File: config.mk
export PLATFORM = sky130hd
export DESIGN_NAME = account_arbiter
export DESIGN_NICKNAME = d
export VERILOG_FILES = /design/src/rtl/account_arbiter.sv
export SDC_FILE = /design/constraint.sdc
export NUM_CORES = 1
export LEC_CHECK = 0
export CAP_MARGIN = 20
export CORE_ASPECT_RATIO = 1.25
export CORE_MARGIN = 1.5
export CORE_UTILIZATION = 54
export CTS_CLUSTER_DIAMETER = 120
export CTS_CLUSTER_SIZE = 24
export DETAILED_ROUTE_END_ITERATION = 8
export PLACE_DENSITY = 0.74
export SLEW_MARGIN = 20
export SYNTH_ARGS = -nofsm -noshare
export SYNTH_HDL_FRONTEND = slang
export SYNTH_SLANG_ARGS = --single-unit
File: constraint.sdc
create_clock -name clk -period 4 [get_ports clk]
set_clock_uncertainty 0.15 [all_clocks]
set_input_delay 0.8 -clock clk [delete_from_list [all_inputs] [get_ports clk]]
set_output_delay 0.8 -clock clk [all_outputs]
set_load 0.02 [all_outputs]
File: src/rtl/account_arbiter.sv
// rtl/account_arbiter.sv - two-requester round-robin arbiter serialising transactions on an account balance table
// Optional feature: define ARB_TXN_COUNT_EN to add the saturating txn_count output.
module account_arbiter #(
    parameter int          NUM_ACCOUNTS = 10,
    parameter logic [15:0] INIT_BALANCE = 16'd500
) (
    input  logic        clk,
    input  logic        rst,
    input  logic [1:0]  req,
    input  logic [3:0]  op,
    input  logic [7:0]  acc,
    input  logic [31:0] amt,
    output logic [1:0]  grant,
    output logic [1:0]  done,
    output logic [1:0]  status,
    output logic [15:0] balance_out,
`ifdef ARB_TXN_COUNT_EN
    output logic [15:0] txn_count,
`endif
    output logic        busy
);
    typedef enum logic [1:0] {IDLE, GRANT, EXEC, RESP} state_t;

    localparam logic [1:0] OP_WITHDRAW = 2'd1;
    localparam logic [1:0] OP_DEPOSIT  = 2'd2;
    localparam logic [1:0] OP_RSVD     = 2'd3;
    localparam logic [1:0] ST_OK       = 2'd0;
    localparam logic [1:0] ST_INSUFF   = 2'd1;
    localparam logic [1:0] ST_OVF      = 2'd2;
    localparam logic [1:0] ST_BAD      = 2'd3;

    state_t      state, state_nxt;
    logic        prio;          // requester that wins when both ask at once
    logic        win;
    logic [1:0]  op_q;
    logic [3:0]  acc_q;
    logic [15:0] amt_q;
    logic [15:0] mem [NUM_ACCOUNTS];
    logic [15:0] rd_bal;
    logic        acc_ok;
    logic [16:0] sum;
    logic [1:0]  res_status;
    logic [15:0] res_bal;
    logic        res_we;

    // State register
    always_ff @(posedge clk or negedge rst) begin
        if (!rst) state <= IDLE;
        else      state <= state_nxt;
    end

    // Next-state logic: only IDLE waits, the rest of the sequence is fixed
    always_comb begin
        state_nxt = state;
        case (state)
            IDLE:    if (|req) state_nxt = GRANT;
            GRANT:   state_nxt = EXEC;
            EXEC:    state_nxt = RESP;
            default: state_nxt = IDLE;
        endcase
    end

    // FSM outputs: done mirrors the held grant during the single RESP cycle
    always_comb begin
        busy = (state != IDLE);
        done = (state == RESP) ? grant : 2'b00;
    end

    // Round-robin pick: a lone requester wins, a tie goes to the favoured one
    always_comb begin
        if (req == 2'b11) win = prio;
        else              win = req[1];
    end

    // Capture the winner's request so later input changes cannot disturb it
    always_ff @(posedge clk or negedge rst) begin
        if (!rst) begin
            grant <= 2'b00;
            prio  <= 1'b0;
            op_q  <= 2'd0;
            acc_q <= 4'd0;
            amt_q <= 16'd0;
        end else if (state == IDLE && |req) begin
            grant <= win ? 2'b10 : 2'b01;
            prio  <= ~win;
            op_q  <= win ? op[3:2]    : op[1:0];
            acc_q <= win ? acc[7:4]   : acc[3:0];
            amt_q <= win ? amt[31:16] : amt[15:0];
        end else if (state == RESP) begin
            grant <= 2'b00;
        end
    end

    // Read the entry and evaluate the operation (used during EXEC)
    always_comb begin
        acc_ok = (32'(acc_q) < NUM_ACCOUNTS);
        rd_bal = '0;
        for (int i = 0; i < NUM_ACCOUNTS; i++) begin
            if (32'(acc_q) == i) rd_bal = mem[i];
        end
        sum        = {1'b0, rd_bal} + {1'b0, amt_q};
        res_status = ST_OK;
        res_bal    = rd_bal;
        res_we     = 1'b0;
        if (!acc_ok || op_q == OP_RSVD) begin
            res_status = ST_BAD;
            res_bal    = '0;
        end else begin
            case (op_q)
                OP_WITHDRAW: begin
                    if (amt_q > rd_bal) begin
                        res_status = ST_INSUFF;
                    end else begin
                        res_bal = rd_bal - amt_q;
                        res_we  = 1'b1;
                    end
                end
                OP_DEPOSIT: begin
                    if (sum[16]) begin
                        res_status = ST_OVF;
                    end else begin
                        res_bal = sum[15:0];
                        res_we  = 1'b1;
                    end
                end
                default: ;
            endcase
        end
    end

    // Balance table: reload on reset, commit successful updates leaving EXEC
    always_ff @(posedge clk or negedge rst) begin
        if (!rst) begin
            for (int i = 0; i < NUM_ACCOUNTS; i++) mem[i] <= INIT_BALANCE;
        end else if (state == EXEC && res_we) begin
            for (int i = 0; i < NUM_ACCOUNTS; i++) begin
                if (32'(acc_q) == i) mem[i] <= res_bal;
            end
        end
    end

    // Response registers, loaded so they are valid alongside done
    always_ff @(posedge clk or negedge rst) begin
        if (!rst) begin
            status      <= ST_OK;
            balance_out <= '0;
        end else if (state == EXEC) begin
            status      <= res_status;
            balance_out <= res_bal;
        end
    end

`ifdef ARB_TXN_COUNT_EN
    // Count successful completions, holding at the top value
    always_ff @(posedge clk or negedge rst) begin
        if (!rst) begin
            txn_count <= '0;
        end else if (state == RESP && status == ST_OK && txn_count != 16'hFFFF) begin
            txn_count <= txn_count + 16'd1;
        end
    end
`endif

endmodule

==> results.json <==
{
  "outcome": "complete, but fails checks",
  "violations": "negative setup slack",
  "synthesized_area_um2": 11200,
  "grt.total_usage": 0.431,
  "cts_buffer_depth": 3,
  "timing.final.hold_violations": 0,
  "timing.slew.headroom": 0.160,
  "worst_skew_pair.late_latency_ps": 510,
  "cts-hold-fix-buffers": 0,
  "power_mw": 18.5,
  "rsz0062_at_grt": "yes",
  "tightestPinTransition_ps": 1260,
  "placed_cells": 1675,
  "antenna_found_initial": 2,
  "synth_fp_nets": 1283,
  "synth_cells": 1195,
  "critPathMaxStageDelay_ps": 640,
  "cp-end-kind": "flip-flop",
  "yosysWarningCount": 0,
  "cp-start-kind": "flip-flop",
  "layout.nets": 1647,
  "total_via_count_after_detailed_routing": 13418,
  "power.static_leakage_nw": 7.58,
  "initial_utilization": 0.555,
  "drt_first_iter_violations": 2222,
  "timing.critical_path.slowest_stage_cell": "a221oi_2",
  "path_delay_family": "simple AND/OR/NAND/NOR gates",
  "vias_in_the_first_global_route": 12767,
  "holdWs_ps": 234,
  "max_cap_viol_count": 0,
  "sequential_fraction_of_the_synthesis_area": 0.463,
  "final_layout_size_suffix_gt1_frac": 0.478,
  "clk_pin_slew_worst_paths_ps": 100,
  "first_pass_grt_wire_length_um": 71700,
  "n_fill_cell": 809,
  "port-buffer-count": 70,
  "share_clk_of_total_power": 0.074,
  "power.internal_mw": 9.48,
  "setup_violations": 176,
  "route.detailed.wl_per_inst_um": 31.7,
  "timing.critical_path.cells": "buf_12, nand2b_4, nor2_1, buf_4, buf_4, a221oi_2, o31ai_2, ha_1, or3_4, nor2_4, o21ai_2, buf_4, a21o_1, nand2_4, buf_4, buf_6, a2111oi_4, buf_6, buf_6, nor2_1, a21oi_1",
  "tritoncts": "done",
  "top_level_ports": 71,
  "flow.area_growth_from_synthesis_pct": 56.4,
  "detail_route.first_pass.iterations": 8,
  "syn_area_per_cell_um2": 9.40,
  "die_w_um": 132,
  "cp_max_fo": 8,
  "stdcell_area_um2": 17600,
  "seqPwrFrac": 0.177,
  "synthDistinctLibCells": 76,
  "synth_edf_count": 0,
  "antenna_left": 0,
  "sw_pwr_mw": 9.06,
  "post-route-drc-count": 0,
  "clockRootBuffer": "clkbuf_16",
  "clock_tree.htree_level_count": 1,
  "power.density_nw_per_um2": 1050,
  "synthArstFlopShare": 1.00,
  "grt_overflow": 0,
  "numCtsBuffers": 12,
  "power.combinational.fraction": 0.749,
  "critPathBufInv": 8,
  "vdd_ir_drop_max_mv": 0.670,
  "ws_path_type": "reg -> reg",
  "place_congestion": 0.958,
  "sw_frac_of_total": 0.489,
  "slew_viol_final": 0,
  "tcrit_tclk_final": 1.29,
  "via_per_instance_ratio": 7.31,
  "most_used_dff_post_synth": "dfrtp_1",
  "route.final.wire_length_um": 58300,
  "die_height_um": 164,
  "core_area_um2": 20200,
  "critical_path_data_required_time_ps": 4190,
  "timing.fmax_mhz": 194,
  "hpwl_um": 25500,
  "grt_start_max_net_pins": 103,
  "synth_seq_cells": 205,
  "layout_setup_ws_ps": -1150,
  "hp-class": "in -> async",
  "stdcell_count": 1835,
  "post_dp_cell_area_um2": 13800,
  "timing.critical_path.arrival_ps": 5330,
  "cts_num_sinks": 205,
  "final_period_minus_worst_setup_slack_ps": 5150,
  "rows": 58,
  "critical_path.most_common_cell": "buf_4",
  "die_area_um2": 21700
}
## final timing paths
kind,startpoint,depth (start not counted),endpoint,slack (ps)
min in group clk,mem[146]$_DFFE_PN1P_,2,mem[146]$_DFFE_PN1P_,360
worst max-delay path,acc_q[0]$_DFFE_PN0P_,21,mem[47]$_DFFE_PN0P_,-1150
max in group asynchronous,rst,2,mem[100]$_DFFE_PN1P_,2540
worst max register to register,acc_q[0]$_DFFE_PN0P_,21,mem[47]$_DFFE_PN0P_,-1150
worst min-delay path,rst,1,mem[11]$_DFFE_PN0P_,230
worst min register to register,mem[146]$_DFFE_PN1P_,2,mem[146]$_DFFE_PN1P_,360
## area by class of cell
| type | count | area, µm² | area share |
|---|---|---|---|
| multi-input combinational | 835 | 6860 | 0.390 |
| sequential | 205 | 5210 | 0.296 |
| timing repair buffer | 435 | 4550 | 0.259 |
| clock buffer | 18 | 344 | 0.0196 |
| tap | 270 | 338 | 0.0192 |
| inverter | 70 | 263 | 0.0149 |
| clock inverter | 1 | 16.3 | 0.000925 |
| antenna | 1 | 2.50 | 0.000142 |
## through the flow
step,TNS (ps),worst slack (ps),utilization
6_report,-125020,-1150,0.868
5_1_grt,-137260,-1100,0.868
4_1_cts,-40350,-333,0.819
3_5_place_dp,-85390,-629,0.684
3_3_place_gp,-82500,-633,0.684
2_1_floorplan,0,3.93,-
## power groups by stage
stage	clock network, mW	registers (mW)	logic, mW
final	1.37	3.28	13.9
after global routing	1.44	3.30	14.2
after CTS	1.33	3.14	11.4
after detailed placement	0	3.16	8.81
after global placement	0	3.13	8.72
after floorplan	0	3.13	4.86
## state kept, by name (all words and copies together), names as in the netlist
signal       cells
grant            2
prio             1
state            2
op_q             2
acc_q            4
amt_q           16
mem            160
status           2
balance_out     16
## synth_stat cells, types with 4 or more instances
| cell | instances | area, µm² |
|---|---|---|
| xnor2_1 | 6 | 52.6 |
| nand2b_1 | 14 | 87.6 |
| a211oi_1 | 6 | 45.0 |
| nor3b_1 | 4 | 30.0 |
| a31oi_1 | 13 | 81.3 |
| nor3_1 | 11 | 55.1 |
| nand3_1 | 9 | 45.0 |
| dfrtp_1 | 145 | 3630 |
| inv_1 | 69 | 259 |
| o21ai_0 | 32 | 160 |
| nand2_1 | 32 | 120 |
| buf_4 | 6 | 45.0 |
| a32oi_1 | 4 | 35.0 |
| clkbuf_1 | 25 | 93.8 |
| and2_1 | 6 | 37.5 |
| mux4_2 | 14 | 315 |
| nand4_1 | 5 | 31.3 |
| a21o_1 | 12 | 90.1 |
| nor4_1 | 4 | 25.0 |
| a221oi_1 | 14 | 123 |
| nor2_1 | 226 | 848 |
| dfstp_2 | 60 | 1580 |
| o211ai_1 | 7 | 52.6 |
| o22ai_1 | 14 | 87.6 |
| a222oi_1 | 26 | 260 |
| o32a_1 | 4 | 40.0 |
| mux2i_1 | 7 | 70.1 |
| o21ai_1 | 4 | 20.0 |
| o31ai_1 | 7 | 52.6 |
| mux2_2 | 11 | 124 |
| or3_1 | 7 | 43.8 |
| a21oi_1 | 193 | 966 |
| o21a_1 | 5 | 37.5 |
| a31o_2 | 4 | 35.0 |
| ha_1 | 38 | 475 |
| nor2b_1 | 12 | 75.1 |
| a22oi_1 | 14 | 105 |
| a21oi_2 | 11 | 96.3 |
| o21bai_1 | 5 | 37.5 |
| buf_2 | 53 | 265 |
## logic make-up (layout without fill, tap and decap cells)
group,Yosys count,after routing,share of synthesized area
muxes,32,32,0.0453
other,0,1,0
xor gates and xnor gates,9,9,0.00701
and+or+nand+nor,346,347,0.136
buffers and inverters,156,524,0.0607
AOI/OAI and AO/OA,407,407,0.242
adders and majority gates,40,40,0.0459
DFF,205,205,0.463
## layout by cell type (no fill, tap or decap), drive strengths merged, types with 8 or more instances in the layout
cell type / instances
buf: 361
nor2: 229
a21oi: 206
dfrtp: 145
clkdlybuf4s50: 69
inv: 69
dfstp: 60
ha: 38
o21ai: 36
nand2: 33
a222oi: 26
clkbuf: 23
mux4: 14
a22oi: 14
a221oi: 14
o22ai: 14
nand2b: 14
nor3: 13
a31oi: 13
a21o: 12
nor2b: 12
mux2: 11
nand3: 9
o211ai: 8
a211oi: 8
## per-layer routing
layer,wire (µm),up-vias,global-route usage,share of wire
li1,-,5001,-,-
met3,8470,625,0.0877,0.15
met2,25400,1453,0.746,0.44
met5,103,-,0,0.0018
met4,6970,6,0.309,0.12
met1,17300,6333,0.475,0.30
## what timing repair did
item                       in CTS  in global routing
buffers inserted               74                 51
pin swaps                      77                 59
setup endpoints to repair     176                176
gates cloned                   29                  7
resized for setup             300                153
No activity file was read; power rests on OpenSTA's default activity.
